**config.mk**
```make
export PLATFORM = sky130hd
export DESIGN_NAME = uart_receiver_flat
export DESIGN_NICKNAME = d
export VERILOG_FILES = /design/src/rtl/uart_receiver_if.sv /design/src/rtl/uart_receiver.sv /design/src/flat_wrapper.sv
export SDC_FILE = /design/constraint.sdc
export NUM_CORES = 1
export LEC_CHECK = 0
export BUFFER_PORTS_ARGS = -buffer_cell sky130_fd_sc_hd__buf_2
export CAP_MARGIN = 10
export CORE_MARGIN = 5
export CORE_UTILIZATION = 45
export CTS_BUF_LIST = sky130_fd_sc_hd__clkbuf_16
export CTS_CLUSTER_DIAMETER = 100
export DETAILED_ROUTE_END_ITERATION = 10
export REMOVE_ABC_BUFFERS = 1
export SLEW_MARGIN = 30
export SYNTH_ARGS = -nofsm -noshare
export SYNTH_HDL_FRONTEND = slang
export SYNTH_SLANG_ARGS = --single-unit
```
**constraint.sdc**
```tcl
create_clock -name clk -period 6.1 [get_ports clk]
set_clock_uncertainty 0.1 [all_clocks]
set_input_delay 1.22 -clock clk [delete_from_list [all_inputs] [get_ports clk]]
set_output_delay 1.22 -clock clk [all_outputs]
set_load 0.02 [all_outputs]
```
**src/rtl/uart_receiver_if.sv**
```systemverilog
// uart_receiver_if
//   Receive-side bus between uart_receiver and the host buffer/command logic.
//   data[7:0]      received word, right-justified, unused upper bits 0
//   valid          one-cycle strobe: data and error flags updated
//   parityError    parity mismatch in the last frame
//   frameError     a stop bit sampled low in the last frame
//   busy           high from start-bit detection to frame end
//   breakDetected  only when UART_RX_BREAK_DETECT_EN is defined
// Modports: master = receiver (drives), slave = consumer.
interface uart_receiver_if;
    logic [7:0] data;
    logic       valid;
    logic       parityError;
    logic       frameError;
    logic       busy;
`ifdef UART_RX_BREAK_DETECT_EN
    logic       breakDetected;

    modport master (output data, valid, parityError, frameError, busy, breakDetected);
    modport slave  (input  data, valid, parityError, frameError, busy, breakDetected);
`else
    modport master (output data, valid, parityError, frameError, busy);
    modport slave  (input  data, valid, parityError, frameError, busy);
`endif
endinterface

```
**src/rtl/uart_receiver.sv**
```systemverilog
// uart_receiver
//   Asynchronous serial receiver with run-time frame configuration
//   (5-8 data bits, optional parity with four modes, 1 or 2 stop bits,
//   24-bit clocks-per-bit divisor). Config is latched on start detection.
// Ports:
//   clk, rst        system clock, synchronous active-high reset
//   rx              serial line, idle high, asynchronous to clk
//   dataBits        data bit count minus 5
//   hasParity       parity bit follows data
//   parityMode      00 space, 11 mark, 01 even, 10 odd
//   extraStopBit    two stop bits
//   clockDivisor    clk cycles per bit (values below 4 act as 4)
//   host            uart_receiver_if.master: data/valid/errors/busy
// Optional feature macro: UART_RX_BREAK_DETECT_EN (adds host.breakDetected
//   and a D-cycle high-line wait before re-arming after a break).
module uart_receiver #(
    parameter int unsigned SYNC_STAGES = 2  // minimum 2
) (
    input  logic            clk,
    input  logic            rst,
    input  logic            rx,
    input  logic [1:0]      dataBits,
    input  logic            hasParity,
    input  logic [1:0]      parityMode,
    input  logic            extraStopBit,
    input  logic [23:0]     clockDivisor,
    uart_receiver_if.master host
);
    typedef enum logic [2:0] {IDLE, START, DATA, PARITY, STOP1, STOP2, DONE} stateT;

    stateT                  state, stateNext;
    logic [SYNC_STAGES-1:0] syncReg;
    logic                   rxs, rxsPrev;
    logic [23:0]            cnt, cntNext, div, divNext;
    logic [2:0]             bitIdx, bitIdxNext, lastBit, lastBitNext;
    logic                   parOn, parOnNext, twoStop, twoStopNext;
    logic [1:0]             parMode, parModeNext;
    logic [7:0]             shiftReg, shiftNext;
    logic                   parErr, parErrNext, frmErr, frmErrNext;
    logic [7:0]             dataReg, dataNext;
    logic                   parErrOut, parErrOutNext, frmErrOut, frmErrOutNext;
    logic                   sampleNow, halfNow, expParity;
`ifdef UART_RX_BREAK_DETECT_EN
    logic                   parBit, parBitNext;
    logic                   brkFlag, brkFlagNext, brkWait, brkWaitNext, brkOut, brkOutNext;
`endif

    assign rxs = syncReg[SYNC_STAGES-1];

    always_ff @(posedge clk) begin
        if (rst) begin
            syncReg <= '1;
            rxsPrev <= 1'b1;
        end else begin
            syncReg <= {syncReg[SYNC_STAGES-2:0], rx};
            rxsPrev <= rxs;
        end
    end

    // shiftReg holds only received data bits (upper bits cleared), so a
    // full-width XOR is the data parity regardless of word length.
    always_comb begin
        case (parMode)
            2'b00:   expParity = 1'b0;
            2'b11:   expParity = 1'b1;
            2'b01:   expParity = ^shiftReg;
            default: expParity = ~^shiftReg;
        endcase
    end

    always_comb begin
        stateNext     = state;
        cntNext       = cnt + 24'd1;
        divNext       = div;
        bitIdxNext    = bitIdx;
        lastBitNext   = lastBit;
        parOnNext     = parOn;
        parModeNext   = parMode;
        twoStopNext   = twoStop;
        shiftNext     = shiftReg;
        parErrNext    = parErr;
        frmErrNext    = frmErr;
        dataNext      = dataReg;
        parErrOutNext = parErrOut;
        frmErrOutNext = frmErrOut;
`ifdef UART_RX_BREAK_DETECT_EN
        parBitNext    = parBit;
        brkFlagNext   = brkFlag;
        brkWaitNext   = brkWait;
        brkOutNext    = brkOut;
`endif
        sampleNow     = (cnt == div - 24'd1);
        halfNow       = (cnt == (div >> 1) - 24'd1);

        case (state)
            IDLE: begin
                cntNext = '0;
`ifdef UART_RX_BREAK_DETECT_EN
                // After a break, cnt counts consecutive high cycles; start
                // detection stays disarmed until D of them have been seen.
                if (brkWait) begin
                    if (rxs) begin
                        if (sampleNow) brkWaitNext = 1'b0;
                        else           cntNext     = cnt + 24'd1;
                    end
                end else
`endif
                if (rxsPrev && !rxs) begin
                    stateNext   = START;
                    divNext     = (clockDivisor < 24'd4) ? 24'd4 : clockDivisor;
                    lastBitNext = {1'b0, dataBits} + 3'd4;
                    parOnNext   = hasParity;
                    parModeNext = parityMode;
                    twoStopNext = extraStopBit;
                end
            end
            START: begin
                if (halfNow) begin
                    cntNext = '0;
                    if (rxs) begin
                        stateNext = IDLE;
                    end else begin
                        stateNext  = DATA;
                        bitIdxNext = '0;
                        shiftNext  = '0;
                        parErrNext = 1'b0;
                        frmErrNext = 1'b0;
`ifdef UART_RX_BREAK_DETECT_EN
                        parBitNext  = 1'b0;
                        brkFlagNext = 1'b0;
`endif
                    end
                end
            end
            DATA: begin
                if (sampleNow) begin
                    cntNext           = '0;
                    shiftNext[bitIdx] = rxs;
                    if (bitIdx == lastBit) stateNext  = parOn ? PARITY : STOP1;
                    else                   bitIdxNext = bitIdx + 3'd1;
                end
            end
            PARITY: begin
                if (sampleNow) begin
                    cntNext    = '0;
                    parErrNext = (rxs != expParity);
`ifdef UART_RX_BREAK_DETECT_EN
                    parBitNext = rxs;
`endif
                    stateNext  = STOP1;
                end
            end
            STOP1: begin
                if (sampleNow) begin
                    cntNext = '0;
                    if (!rxs) frmErrNext = 1'b1;
`ifdef UART_RX_BREAK_DETECT_EN
                    brkFlagNext = (shiftReg == '0) && !parBit && !rxs;
`endif
                    stateNext = twoStop ? STOP2 : DONE;
                end
            end
            STOP2: begin
                if (sampleNow) begin
                    cntNext = '0;
                    if (!rxs) frmErrNext = 1'b1;
                    stateNext = DONE;
                end
            end
            DONE: begin
                cntNext   = '0;
                stateNext = IDLE;
            end
            default: stateNext = IDLE;
        endcase

        // Outputs load on entry to DONE so they change together with valid.
        if (stateNext == DONE) begin
            dataNext      = shiftReg;
            parErrOutNext = parErrNext;
            frmErrOutNext = frmErrNext;
`ifdef UART_RX_BREAK_DETECT_EN
            brkOutNext    = brkFlagNext;
            brkWaitNext   = brkFlagNext;
`endif
        end
    end

    always_ff @(posedge clk) begin
        if (rst) begin
            state     <= IDLE;
            cnt       <= '0;
            div       <= 24'd4;
            bitIdx    <= '0;
            lastBit   <= '0;
            parOn     <= 1'b0;
            parMode   <= '0;
            twoStop   <= 1'b0;
            shiftReg  <= '0;
            parErr    <= 1'b0;
            frmErr    <= 1'b0;
            dataReg   <= '0;
            parErrOut <= 1'b0;
            frmErrOut <= 1'b0;
`ifdef UART_RX_BREAK_DETECT_EN
            parBit    <= 1'b0;
            brkFlag   <= 1'b0;
            brkWait   <= 1'b0;
            brkOut    <= 1'b0;
`endif
        end else begin
            state     <= stateNext;
            cnt       <= cntNext;
            div       <= divNext;
            bitIdx    <= bitIdxNext;
            lastBit   <= lastBitNext;
            parOn     <= parOnNext;
            parMode   <= parModeNext;
            twoStop   <= twoStopNext;
            shiftReg  <= shiftNext;
            parErr    <= parErrNext;
            frmErr    <= frmErrNext;
            dataReg   <= dataNext;
            parErrOut <= parErrOutNext;
            frmErrOut <= frmErrOutNext;
`ifdef UART_RX_BREAK_DETECT_EN
            parBit    <= parBitNext;
            brkFlag   <= brkFlagNext;
            brkWait   <= brkWaitNext;
            brkOut    <= brkOutNext;
`endif
        end
    end

    assign host.data        = dataReg;
    assign host.valid       = (state == DONE);
    assign host.parityError = parErrOut;
    assign host.frameError  = frmErrOut;
    assign host.busy        = (state != IDLE) && (state != DONE);
`ifdef UART_RX_BREAK_DETECT_EN
    assign host.breakDetected = brkOut;
`endif
endmodule

```
**src/flat_wrapper.sv**
```systemverilog
// flat-port wrapper written by rule: the top's interface ports become plain ports
module uart_receiver_flat 
#(
    parameter int unsigned SYNC_STAGES = 2              
)
  (clk, rst, rx, dataBits, hasParity, parityMode, extraStopBit, clockDivisor, host_data, host_valid, host_parityError, host_frameError, host_busy);
  uart_receiver_if host_i ();
  input  logic clk;
  input  logic rst;
  input  logic rx;
  input  logic [1:0] dataBits;
  input  logic hasParity;
  input  logic [1:0] parityMode;
  input  logic extraStopBit;
  input  logic [23:0] clockDivisor;
  output wire logic [$bits(host_i.data)-1:0] host_data;
  output wire logic [$bits(host_i.valid)-1:0] host_valid;
  output wire logic [$bits(host_i.parityError)-1:0] host_parityError;
  output wire logic [$bits(host_i.frameError)-1:0] host_frameError;
  output wire logic [$bits(host_i.busy)-1:0] host_busy;
  assign host_data = host_i.data;
  assign host_valid = host_i.valid;
  assign host_parityError = host_i.parityError;
  assign host_frameError = host_i.frameError;
  assign host_busy = host_i.busy;
  uart_receiver #(.SYNC_STAGES(SYNC_STAGES)) u_core (.clk(clk), .rst(rst), .rx(rx), .dataBits(dataBits), .hasParity(hasParity), .parityMode(parityMode), .extraStopBit(extraStopBit), .clockDivisor(clockDivisor), .host(host_i));
endmodule
```
### Yosys cells after proc, flatten, opt, wreduce, memory -nomap -nowiden

Cells that the tools add are included.

| storage, ports and cells | value |
|---|---|
| output and inout bits | 12 |
| bits in registers | 84 |

| operators by class | value |
|---|---|
| muxes and demuxes | 37 |
| reductions and logical operators | 16 |
| $lt $le $gt $ge | 3 |
| equality and inequality tests | 18 |
| $add $sub $neg | 5 |

Operator list:

| operator | count |
|---|---|
| $mux W24 | 3 |
| $pmux W24 S3 | 1 |
| $eq A24 B24 Y1 | 2 |
| $mux W3 | 12 |
| $add A24 B1 Y24 const B | 1 |
| $lt A24 B3 Y1 const B | 1 |
| $mux W8 | 3 |
| $sub A23 B1 Y24 const B | 1 |
| $sub A24 B1 Y24 const B | 1 |
| $pmux W3 S6 | 1 |
| $pmux W8 S2 | 1 |
| $eq A3 B3 Y1 const B | 4 |
| $bwmux W8 | 1 |
| $mux W1 | 8 |
| $reduce_xnor A8 Y1 | 1 |
| $reduce_xor A8 Y1 | 1 |
| $eq A3 B2 Y1 const B | 2 |
| $pmux W3 S2 | 1 |
| $reduce_and A5 Y1 | 1 |
| $lt A3 B4 Y1 const B | 1 |
| $mux W2 | 2 |
| $ne A2 B1 Y1 const B | 2 |
| $ne A2 B2 Y1 const B | 2 |
| $pmux W1 S2 | 2 |
| other kinds (21) | 24 |

### Depth between registers and ports, before layout

Gate-level depths: netlist (run 1).

| depth | value |
|---|---|
| depth after elaboration | 7 |
| mapped depth | 13 |
| gate-level depth less buffers | 10 |

### Worst setup path after synthesis (run 1)

No wires, ideal clock.

| timing path | value |
|---|---|
| kind | register -> register |
| from | register u_core.div[1] |
| to | register u_core.shiftReg[3] |
| cell stages (with the launch flop) | 12 |
| path buffers | 1 |
| data required time | 5.878 ns |
| period minus slack after synthesis | 3.079 ns |
| setup time | 0.122 ns |
| arrival time | 2.857 ns |
| path slack | 3.021 ns |
| path through | dfxtp_1 > inv_1 > ha_1 > clkbuf_1 > and4b_1 > a2111oi_0 > a2111oi_0 > nand2_1 > or4b_1 > nor4_2 > nor3_1 > a221o_1 |

| on the way | value |
|---|---|
| cells in the longest elaborated chain, start to end | 4 |

Ends and longest elaborated chain:

| what | line | text |
|---|---|---|
| start, declared | uart_receiver.sv:34 | `logic [23:0] cnt, cntNext, div, divNext;` |
| start signal, assigned | uart_receiver.sv:214 | `div <= divNext;` |
| $sub A24 B1 Y24 or $sub A23 B1 Y24 (tied branches) | uart_receiver.sv:92, uart_receiver.sv:93 |  |
| $eq A24 B24 Y1 (on tied branches) | uart_receiver.sv:92, uart_receiver.sv:93 |  |
| $ne A2 B1 Y1 (no source line) | n/a |  |
| $reduce_and A4 Y1 (no source line) * | n/a |  |
| end signal, assigned | uart_receiver.sv:220 | `shiftReg <= shiftNext;` |
| end, declared | uart_receiver.sv:38 | `logic [7:0] shiftReg, shiftNext;` |

Mark *: on every way between the ends. The rest lies on a longest branch, timed or not.
A chain may end at the register's enable or synchronous reset.

### Worst setup path after layout (run 1)

| timing path | value |
|---|---|
| from | register u_core.div[0] |
| to | register u_core.cnt[5] |

| on the way | value |
|---|---|
| cells in the longest elaborated chain, start to end | 4 |

Ends and longest elaborated chain:

| what | line | text |
|---|---|---|
| $sub A24 B1 Y24 | uart_receiver.sv:92 | `sampleNow = (cnt == div - 24'd1);` |
| $eq A24 B24 Y1 | uart_receiver.sv:92 |  |
| $mux W24 | n/a |  |
| $pmux W24 S3 | uart_receiver.sv:95 | `case (state)` |
| end signal, assigned | uart_receiver.sv:213 | `cnt <= cntNext;` |
| end, declared | uart_receiver.sv:34 |  |

Every way passes these cells.

==> results of run 1 <==
[metrics by stage]
stage,instances,setup slack (ns),utilization (%)
after floorplan,626,2.48,-
after global placement,821,1.98,47.4
after detailed placement,821,1.68,47.4
after CTS,837,1.70,50.0
after global routing,837,1.26,50.0
final,837,1.75,50.0
[synthesized netlist by cell type, types with 4 or more instances]
master,instances,area share [%]
a21oi_1,45,4.1
clkbuf_1,40,2.7
o21a_1,4,0.55
a2111oi_0,26,4.1
a221o_1,8,1.5
o31a_1,4,0.64
nor3_1,16,1.5
xnor2_1,49,7.8
nand3_1,27,2.5
a211oi_1,7,0.96
nand2_1,79,5.4
and3_1,13,1.5
xor2_1,39,6.2
nand4_1,16,1.8
nor3b_1,12,1.6
dfxtp_1,84,31
nor2b_1,4,0.46
nor4_1,19,2.2
nand2b_1,4,0.46
nor2_1,39,2.7
o21ai_0,18,1.6
a31oi_1,4,0.46
and4_1,8,1.3
buf_2,9,0.82
ha_1,4,0.91
or2_2,6,0.68
mux2i_1,6,1.1
o22ai_1,4,0.46
nor4_2,5,1.1
inv_1,15,1.0
buf_1,8,0.55
and2_1,8,0.91
or3_1,8,0.91
[flip-flops by register name (all words and copies together), names as in the netlist, 2 cells and up]
register          cells
u_core.div           24
u_core.cnt           24
u_core.bitIdx         3
u_core.lastBit        3
u_core.shiftReg       8
u_core.parMode        2
u_core.state          3
u_core.syncReg        2
u_core.host.data      8
[how the worst max path moves through the flow]
stage	start	endpoint	slack [ns]	cells past startpoint
2_1_floorplan	u_core.div[1]$_SDFFE_PP0P_	u_core.cnt[0]$_SDFF_PP0_	2.48	10
3_3_place_gp	u_core.div[0]$_SDFFE_PP0P_	u_core.cnt[16]$_SDFF_PP0_	1.98	10
3_5_place_dp	u_core.div[1]$_SDFFE_PP0P_	u_core.cnt[8]$_SDFF_PP0_	1.68	10
4_1_cts	u_core.div[1]$_SDFFE_PP0P_	u_core.cnt[5]$_SDFF_PP0_	1.70	10
5_1_grt	u_core.div[1]$_SDFFE_PP0P_	u_core.cnt[14]$_SDFF_PP0_	1.26	10
6_report	u_core.div[0]$_SDFFE_PP0P_	u_core.cnt[5]$_SDFF_PP0_	1.75	10
[cell usage in the layout, fill, tap and decap left out, drive strengths merged, types with 13 or more instances in the layout]
cell type	count
a2111oi	26
a21oi	45
and3	13
buf	48
dfxtp	84
inv	19
nand2	79
nand3	27
nand4	16
nor2	39
nor3	16
nor3b	13
nor4	26
o21ai	18
xnor2	49
xor2	39
[logic make-up after synthesis]
family                   Yosys count  share of synthesized area [%]
multiplexers                       6                           1.09
AO/OA/AOI/OAI                    144                           18.4
AND/OR/NAND/NOR                  283                           28.8
flip-flops                        84                           30.6
XOR/XNOR                          89                           14.5
buffers and inverters             76                           5.74
adder cells (fa/ha/maj)            4                          0.912
[layout make-up]
type,instances,area (µm²),share of cell area (%)
Inverter,16,60.1,1.00
Clock buffer,9,225,3.76
Timing Repair Buffer,48,250,4.18
Clock inverter,7,82.6,1.38
Sequential cell,84,1680,28.1
Multi-Input combinational cell,526,3500,58.5
Tap cell,147,184,3.07
[layer usage]
| layer | GRT usage [%] | vias up |
|---|---|---|
| met4 | 7.72 | 0 |
| li1 | - | 2508 |
| met1 | 28.6 | 2398 |
| met3 | 4.02 | 24 |
| met5 | 0 | - |
| met2 | 32.8 | 134 |
[critical path: cells and delay by family (launching register included)]
family	cells	cell delay (ns)
buffers and inverters	1	0.09
flip-flops	1	0.37
adder cells (fa/ha/maj)	1	0.22
AND/OR/NAND/NOR	4	1.47
AO/OA/AOI/OAI	4	1.93
[power by group]
part           total (W)  switching [W]  internal, W  leakage, nW
logic           0.000150      0.0000889    0.0000608         1.33
registers       0.000575      0.0000184     0.000557        0.680
clock network   0.000575       0.000251     0.000325        0.145
==> flow_summary.yaml, run 1 <==
global_routing:
  grt_start_max_net_pins: 50
  grt.total_usage_pct: 20.9
  globalRouteOverflowTotal: 0
  antenna_found_initial: 0
  grt_pass1_wl_mm: 24.7
  grt_pass1_vias: 4790
final_layout:
  final_layout_size_suffix_gt1_share_pct: 12.6
  final_area_um2: 5980
  diodes: 0
  fillers: 1161
  nets: 722
  area_growth_pct: 9.00
floorplan:
  top_level_ports: 45
  die-area_um2: 14500
  rows: 40
  die_y_um: 120
  core_um2: 12000
  die_w_um: 120
  start_util_pct: 45.9
synthesis:
  synth_edf_count: 0
  synthCells: 686
  ys_seq_elements: 84
  synthFlopType: "dfxtp_1"
  async_flop_share_pct: 0
  syn_avg_cell_area_um2: 8.00
  synth_cell_types: 68
  yosysWarningCount: 0
  synth_area_um2: 5490
  yosysSeqAreaShare_pct: 30.6
critical_path:
  cp.required_ns: 6.19
  critPathKind: "reg -> reg"
  crit_fanout: 24
  r2r_cells: 10
  rr_startpoint: "u_core.div[0]$_SDFFE_PP0P_"
  worstSetupStartpointType: "register"
  ff2ff_setup_slack_ns: 1.75
  slowest_delay_ns: 0.93
  crit_chain: "inv_1 > ha_1 > nor3b_2 > a21oi_1 > a2111oi_0 > nand4_1 > nor4_1 > nand4_1 > a211oi_4 > a2111oi_0"
  critPathSlowestCell: "a211oi_4"
  end_kind: "register"
  r2r_end: "u_core.cnt[5]$_SDFF_PP0_"
  worstPathArrival_ns: 4.44
clock_tree:
  cts.sinks: 84
  post_cts_resized: 0
  clkTransAtPathRegs_ns: 0.07
  cts_tree: "built"
  cts_inserted_buffers: 9
  ctsHoldBuffers: 0
  clock_path_buffers: 2
  ctsRootBufferMaster: "clkbuf_16"
  htree_levels: 3
  clk_latency_ns: 0.36
  cts_setup_buffers: 0
routing:
  wl_per_cell_um: 17.5
  dr.pass1.iters: 5
  drc_errors: 0
  met2_length_mm: 6.55
  wirelength_mm: 14.6
  wl_met1_mm: 7.03
  num_vias: 5064
  viasPerCell: 6.05
  drtIter0Drc: 333
  ant_nets: 0
  routed.top_layer: "met4"
  wl_met3_um: 731
min_path:
  min_path_type: "reg -> reg"
  hold_start: "u_core.syncReg[0]$_SDFF_PP1_"
  holdPathStages: 1
  holdPathEnd: "u_core.syncReg[1]$_SDFF_PP1_"
placed_design:
  hpwl_mm: 10.7
  gp_congestion: 0.915
  portBuffers: 44
  placed_cell_area_um2: 5670
power:
  power_leakage_nw: 2.15
  power.density_nw_per_um2: 217
  ir_drop_v: 0.000135
  total_power_w: 0.00130
timing:
  hold_ws_ns: 0.314
  setup_viol_count_final: 0
  tightest_slew_ns: 0.850
  slew_headroom_pct: 43.2
  min_period_over_period_pct: 71.3
  hold_viol_final: 0
  fin_setup_tns_ns: 0
  rsz0062_at_grt: "no"
  period_minus_slack_ns: 4.35
  fmax_mhz: 230
  slew_viol_final: 0
outcome:
  outcome: "finished clean"
flow_run:
  cap_violations: 0
No activity file was read; power rests on OpenSTA's default activity.
==> inputs of run 2 (changes only) <==
--- a/config.mk
+++ b/config.mk
@@ -5,6 +5,7 @@
 export SDC_FILE = /design/constraint.sdc
 export NUM_CORES = 1
 export LEC_CHECK = 0
+export ABC_AREA = 1
 export BUFFER_PORTS_ARGS = -buffer_cell sky130_fd_sc_hd__buf_2
 export CAP_MARGIN = 10
 export CORE_MARGIN = 5
==> constraint.sdc (replaced) <==
create_clock -name clk -period 4.4 [get_ports clk]
set_clock_uncertainty 0.1 [all_clocks]
set_input_delay 0.88 -clock clk [delete_from_list [all_inputs] [get_ports clk]]
set_output_delay 0.88 -clock clk [all_outputs]
set_load 0.02 [all_outputs]
==> run 2 against run 1 <==
  * Clock power rose by 35%
  * Routed wire length up 27%
  * Sequential power is 40% higher
  * Via count increased by 26%
  * Global-route usage up 2.1 points
  * Register-to-register slack worse by 0.87 ns
  * Critical path depth rose by 7
  * Largest power group unchanged
  * Critical path type unchanged
==> flow_summary.yaml, run 2 <==
synthesis:
  yosys.area_share.simple_pct: 44.9
  ys_top_cells_by_count: "nand2_1 (247), nor2_1 (125), inv_1 (113), nand3_1 (104), dfxtp_1 (84)"
  yosysSeqAreaShare_pct: 26.5
  yosys.area.top_type: "dfxtp_1"
  synth_xor_area_share_pct: 8.84
  synthCells: 999
  yosysMostFrequentCell: "nand2_1"
  syn_avg_cell_area_um2: 6.35
  yosysWarningCount: 0
  synth_area_um2: 6340
  synth_top_family_by_area: "simple AND/OR/NAND/NOR gates"
  synth.area.top_cells: "dfxtp_1 (27%), nand2_1 (15%), nand3_1 (8.2%)"
  synth_top_cell_area_share_pct: 26.5
  synth_compound_area_share_pct: 9.10
  ys_seq_elements: 84
  synth_cell_types: 46
  synthMuxAreaShare_pct: 0
  synthFlopType: "dfxtp_1"
  async_flop_share_pct: 0
  synth_edf_count: 0
  synthAdderAreaFrac_pct: 0.789
clock_tree:
  ctsRootBufferMaster: "clkbuf_16"
  htree_levels: 3
  clock_path_buffers: 2
  ctsHoldBuffers: 0
  cts.sinks: 84
  clkTransAtPathRegs_ns: 0.07
  clk_latency_ns: 0.35
  post_cts_resized: 0
  cts_tree: "built"
  cts_setup_buffers: 0
  cts_inserted_buffers: 9
final_layout:
  seq_area_um2: 1680
  final_layout_size_suffix_gt1_share_pct: 12.9
  nets: 1061
  final_area_um2: 6930
  mostFrequentLayoutCell: "nand2_1"
  diodes: 0
  multiInputGateArea_um2: 4030
  fillers: 1456
  top_regs: "u_core.cnt x24, u_core.div x24"
  final_cell_mix: "nand2_1 (247), nor2_1 (125), inv_1 (112), nand3_1 (104), dfxtp_1 (84)"
  area_growth_pct: 9.35
routing:
  viasPerCell: 5.27
  ant_nets: 0
  drtIter0Drc: 554
  wl_per_cell_um: 15.4
  dr.pass1.iters: 5
  wirelength_mm: 18.6
  drc_errors: 0
  num_vias: 6367
timing:
  slew_viol_final: 0
  fmax_mhz: 284
  min_period_over_period_pct: 80.0
  period_minus_slack_ns: 3.52
  slew_headroom_pct: 49.2
  rsz0062_at_grt: "no"
  fin_setup_tns_ns: 0
  setup_viol_count_final: 0
  hold_viol_final: 0
  tightest_slew_ns: 0.761
critical_path:
  r2r_cells: 17
  crit_fanout: 15
  rr_startpoint: "u_core.div[1]$_SDFFE_PP0P_"
  r2r_end: "u_core.cnt[1]$_SDFF_PP0_"
  end_kind: "register"
  ff2ff_setup_slack_ns: 0.88
  cp.required_ns: 4.55
  critPathKind: "reg -> reg"
  worstSetupStartpointType: "register"
  worstPathArrival_ns: 3.67
power:
  total_power_w: 0.00197
  power_leakage_nw: 3.20
  power.density_nw_per_um2: 283
  ir_drop_v: 0.000165
global_routing:
  globalRouteOverflowTotal: 0
  grt.total_usage_pct: 23.0
  grt_pass1_vias: 5875
  grt_start_max_net_pins: 48
  grt_pass1_wl_mm: 30.2
  antenna_found_initial: 0
min_path:
  holdPathStages: 1
  holdPathEnd: "u_core.syncReg[1]$_SDFF_PP1_"
  min_path_type: "reg -> reg"
  hold_start: "u_core.syncReg[0]$_SDFF_PP1_"
outcome:
  outcome: "finished clean"
placed_design:
  portBuffers: 44
  hpwl_mm: 14.5
  gp_congestion: 0.928
  placed_cell_area_um2: 6640
floorplan:
  core_um2: 13800
  die-area_um2: 16600
  start_util_pct: 45.9
  rows: 43
  die_w_um: 129
  die_y_um: 129
  top_level_ports: 45
flow_run:
  cap_violations: 0
run 2: cell types whose count changed in the layout (fill, tap and decap cells not counted), sizes merged, moves of 22 or more:
cell     delta
nor4       -23
nand3      +79
nor2      +107
inv       +102
xnor2      -22
nand2     +178
a2111oi    -26
nand4      +26
run 2: critical path: stages, from the launching register on:
cell and delay [ns]:
dfxtp_1 0.33, inv_1 0.18, ha_1 0.33, nand2_1 0.18, nor2_4 0.35, nand3_1 0.15
xor2_1 0.24, o21ai_0 0.14, nor2_1 0.11, nand2_1 0.08, nor2_4 0.19, nand3_2 0.09
nand2_1 0.07, and2_1 0.38, buf_4 0.33, inv_2 0.06, nand3_1 0.06, inv_1 0.04
run 2: final cells by class:
type | count | share of cell area [%]
Multi-Input combinational cell | 762 | 58.2
Sequential cell | 84 | 24.3
Inverter | 119 | 6.44
Timing Repair Buffer | 48 | 3.61
Clock buffer | 9 | 3.25
Tap cell | 180 | 3.25
Clock inverter | 6 | 1.05
run 2: per-layer routing:
layer	wire length, µm	share of wire [%]	vias up	GRT usage (%)
li1	-	-	3281	-
met1	9140	49	2857	33.5
met2	7820	42	195	34.7
met3	1150	6.2	34	3.45
met4	454	2.4	0	8.03
met5	0	0	-	0
run 2: worst max path at each step:
stage                               start                       end  slack [ns]  depth (start not counted)
6_report       u_core.div[1]$_SDFFE_PP0P_  u_core.cnt[1]$_SDFF_PP0_        0.88                         17
5_1_grt        u_core.div[1]$_SDFFE_PP0P_  u_core.cnt[0]$_SDFF_PP0_        0.59                         17
4_1_cts        u_core.div[1]$_SDFFE_PP0P_  u_core.cnt[1]$_SDFF_PP0_        0.93                         17
3_5_place_dp   u_core.div[1]$_SDFFE_PP0P_  u_core.cnt[0]$_SDFF_PP0_        0.95                         17
3_3_place_gp   u_core.div[1]$_SDFFE_PP0P_  u_core.cnt[1]$_SDFF_PP0_         1.0                         18
2_1_floorplan  u_core.div[1]$_SDFFE_PP0P_  u_core.cnt[0]$_SDFF_PP0_        1.46                         16
run 2: per-stage QoR:
| stage | std cells | worst slack, ns | hold slack, ns | util, % |
|---|---|---|---|---|
| after global routing | 1208 | 0.587 | 0.333 | 50.1 |
| after CTS | 1208 | 0.925 | 0.314 | 50.1 |
| after global placement | 1193 | 0.999 | 0.292 | 48.0 |
| after detailed placement | 1193 | 0.949 | 0.299 | 48.0 |
| final | 1208 | 0.878 | 0.312 | 50.1 |
| after floorplan | 965 | 1.46 | 0.289 | - |
run 2: where the power goes:
group	leakage, nW	internal, W	switching, W
clock	0.148	0.000445	0.000332
sequential	0.680	0.000777	0.0000274
combinational	2.37	0.000121	0.000263
total	3.20	0.00134	0.000622
run 2: logic make-up (layout without fill, tap and decap cells):
kind of cell / count (synthesis) / after routing
buffers and inverters: 153 / 182
AO/OA/AOI/OAI: 95 / 95
adder cells (fa/ha/maj): 4 / 4
flip-flops: 84 / 84
AND/OR/NAND/NOR: 603 / 603
XOR/XNOR: 60 / 60
==> inputs of run 3 (changes only) <==
==> constraint.sdc (replaced) <==
create_clock -name clk -period 3.2 [get_ports clk]
set_clock_uncertainty 0.1 [all_clocks]
set_input_delay 0.64 -clock clk [delete_from_list [all_inputs] [get_ports clk]]
set_output_delay 0.64 -clock clk [all_outputs]
set_load 0.02 [all_outputs]
==> run 3 against run 2 <==
  * Sequential power rose by 37%
  * Clock power grew 38%
  * Critical endpoint is now u_core.cnt[0]$_SDFF_PP0_
  * Highest routed layer unchanged
  * Largest power group unchanged
  * Largest cell class unchanged
  * Cell area grew 1.4%
==> flow_summary.yaml, run 3 (same netlist as run 2, synthesis figures left out) <==
power:
  ir_drop_v: 0.000244
  power_leakage_nw: 3.25
  power.density_nw_per_um2: 387
  total_power_w: 0.00272
timing:
  min_period_over_period_pct: 92.0
  setup_viol_count_final: 0
  slew_headroom_pct: 49.7
  fmax_mhz: 340
  fin_setup_tns_ns: 0
  period_minus_slack_ns: 2.94
  slew_viol_final: 0
  hold_ws_ns: 0.314
  rsz0062_at_grt: "no"
  hold_viol_final: 0
  tightest_slew_ns: 0.748
floorplan:
  die_y_um: 129
  start_util_pct: 45.9
  die-area_um2: 16600
  rows: 43
  core_um2: 13800
  top_level_ports: 45
  die_w_um: 129
routing:
  wirelength_mm: 18.3
  ant_nets: 0
  num_vias: 6418
  viasPerCell: 5.27
  wl_met3_mm: 1.21
  routed.top_layer: "met4"
  wl_per_cell_um: 15.0
  met2_length_mm: 7.74
  drtIter0Drc: 570
  dr.pass1.iters: 5
  wl_met1_mm: 9.00
  drc_errors: 0
critical_path:
  worstSetupStartpointType: "register"
  rr_startpoint: "u_core.div[14]$_SDFFE_PP0P_"
  end_kind: "register"
  cp.required_ns: 3.35
  worstPathArrival_ns: 3.09
  r2r_end: "u_core.cnt[0]$_SDFF_PP0_"
  critPathKind: "reg -> reg"
  r2r_cells: 18
  crit_fanout: 9
  ff2ff_setup_slack_ns: 0.26
  critPathLaunch: "u_core.div[14]$_SDFFE_PP0P_"
final_layout:
  top_regs: "u_core.cnt x24, u_core.div x24"
  area_growth_pct: 10.9
  mostFrequentLayoutCell: "nand2_1"
  seq_area_um2: 1680
  final_layout_size_suffix_gt1_share_pct: 13.9
  diodes: 0
  multiInputGateArea_um2: 4040
  final_cell_mix: "nand2_1 (247), nor2_1 (123), inv_1 (113), nand3_1 (104), dfxtp_1 (84)"
  utilization_pct: 50.9
  nets: 1070
  fillers: 1449
clock_tree:
  clock_path_buffers: 2
  htree_levels: 3
  cts.sinks: 84
  ctsRootBufferMaster: "clkbuf_16"
  clk_latency_ns: 0.35
  cts_inserted_buffers: 9
  clkTransAtPathRegs_ns: 0.06
  cts_tree: "built"
  ctsHoldBuffers: 0
global_routing:
  grt_pass1_vias: 5835
  antenna_found_initial: 0
  grt.total_usage_pct: 22.5
  grt_start_max_net_pins: 48
  grt_pass1_wl_mm: 29.7
  globalRouteOverflowTotal: 0
placed_design:
  portBuffers: 44
  gp_congestion: 0.945
  hpwl_mm: 14.2
min_path:
  holdPathEnd: "u_core.syncReg[1]$_SDFF_PP1_"
  min_path_type: "reg -> reg"
  holdPathStages: 1
  hold_start: "u_core.syncReg[0]$_SDFF_PP1_"
outcome:
  outcome: "finished clean"
flow_run:
  cap_violations: 0
run 3: cell count changes in the layout (fill, tap and decap cells not counted):
cell      before  now
buf_4          4   11
nor2_1       125  123
ha_2           0    1
ha_1           4    3
buf_12         0    2
clkinv_4       1    0
inv_8          1    0
nor2_2        10   12
inv_6          2    4
inv_1        112  113
inv_2          6    5
run 3: worst max path at each step:
stage	slack (ns)	depth (start not counted)	endpoint
finish	0.26	18	u_core.cnt[0]$_SDFF_PP0_
global route	0.02	17	u_core.cnt[1]$_SDFF_PP0_
CTS	0.21	17	u_core.cnt[0]$_SDFF_PP0_
detailed placement	0.23	17	u_core.cnt[0]$_SDFF_PP0_
global placement	0.30	13	u_core.host.data[5]$_SDFFE_PP0N_
floorplan	0.26	16	u_core.cnt[0]$_SDFF_PP0_
run 3: area by class of cell:
| type | instances | share of cell area (%) |
|---|---|---|
| inverter | 119 | 6.35 |
| multi-input combinational | 762 | 57.5 |
| timing repair buffer | 57 | 4.88 |
| tap | 180 | 3.20 |
| sequential | 84 | 23.9 |
| clock inverter | 6 | 0.996 |
| clock buffer | 9 | 3.20 |
run 3: critical path: stages, from the launching register on:
cell	delay, ns
dfxtp_1	0.39
nor2_1	0.30
nand2_1	0.15
nor2_4	0.22
nand2_2	0.17
nor2_1	0.17
inv_1	0.05
nand2_1	0.07
nand2_1	0.05
nand2_1	0.08
nand3_1	0.13
nor2_1	0.22
a21oi_1	0.14
nor2_1	0.09
and2_1	0.15
buf_4	0.20
inv_2	0.05
nand3_1	0.06
inv_1	0.04
run 3: metal layers:
metal | track usage [%] | vias up
li1 | - | 3298
met1 | 33.0 | 2900
met2 | 33.9 | 195
met3 | 3.78 | 25
met4 | 6.73 | 0
met5 | 0 | -
run 3: timing repair:
action                                  4_1_cts  5_1_grt
endpoints found under the setup margin        0       39
buffers inserted                              0        1
gates resized for setup                       0        3
run 3: power breakdown:
part           internal, W  switching [W]
registers          0.00107      0.0000352
clock network     0.000610       0.000458
logic             0.000180       0.000367
total              0.00186       0.000860
run 3: metrics by stage:
stage | worst slack (ns) | instance area (µm²) | std cells
final | 0.256 | 7030 | 1217
after global routing | 0.0180 | 7030 | 1217
after CTS | 0.206 | 7000 | 1216
after detailed placement | 0.234 | 6710 | 1201
after global placement | 0.299 | 6710 | 1201
after floorplan | 0.262 | 6160 | 965
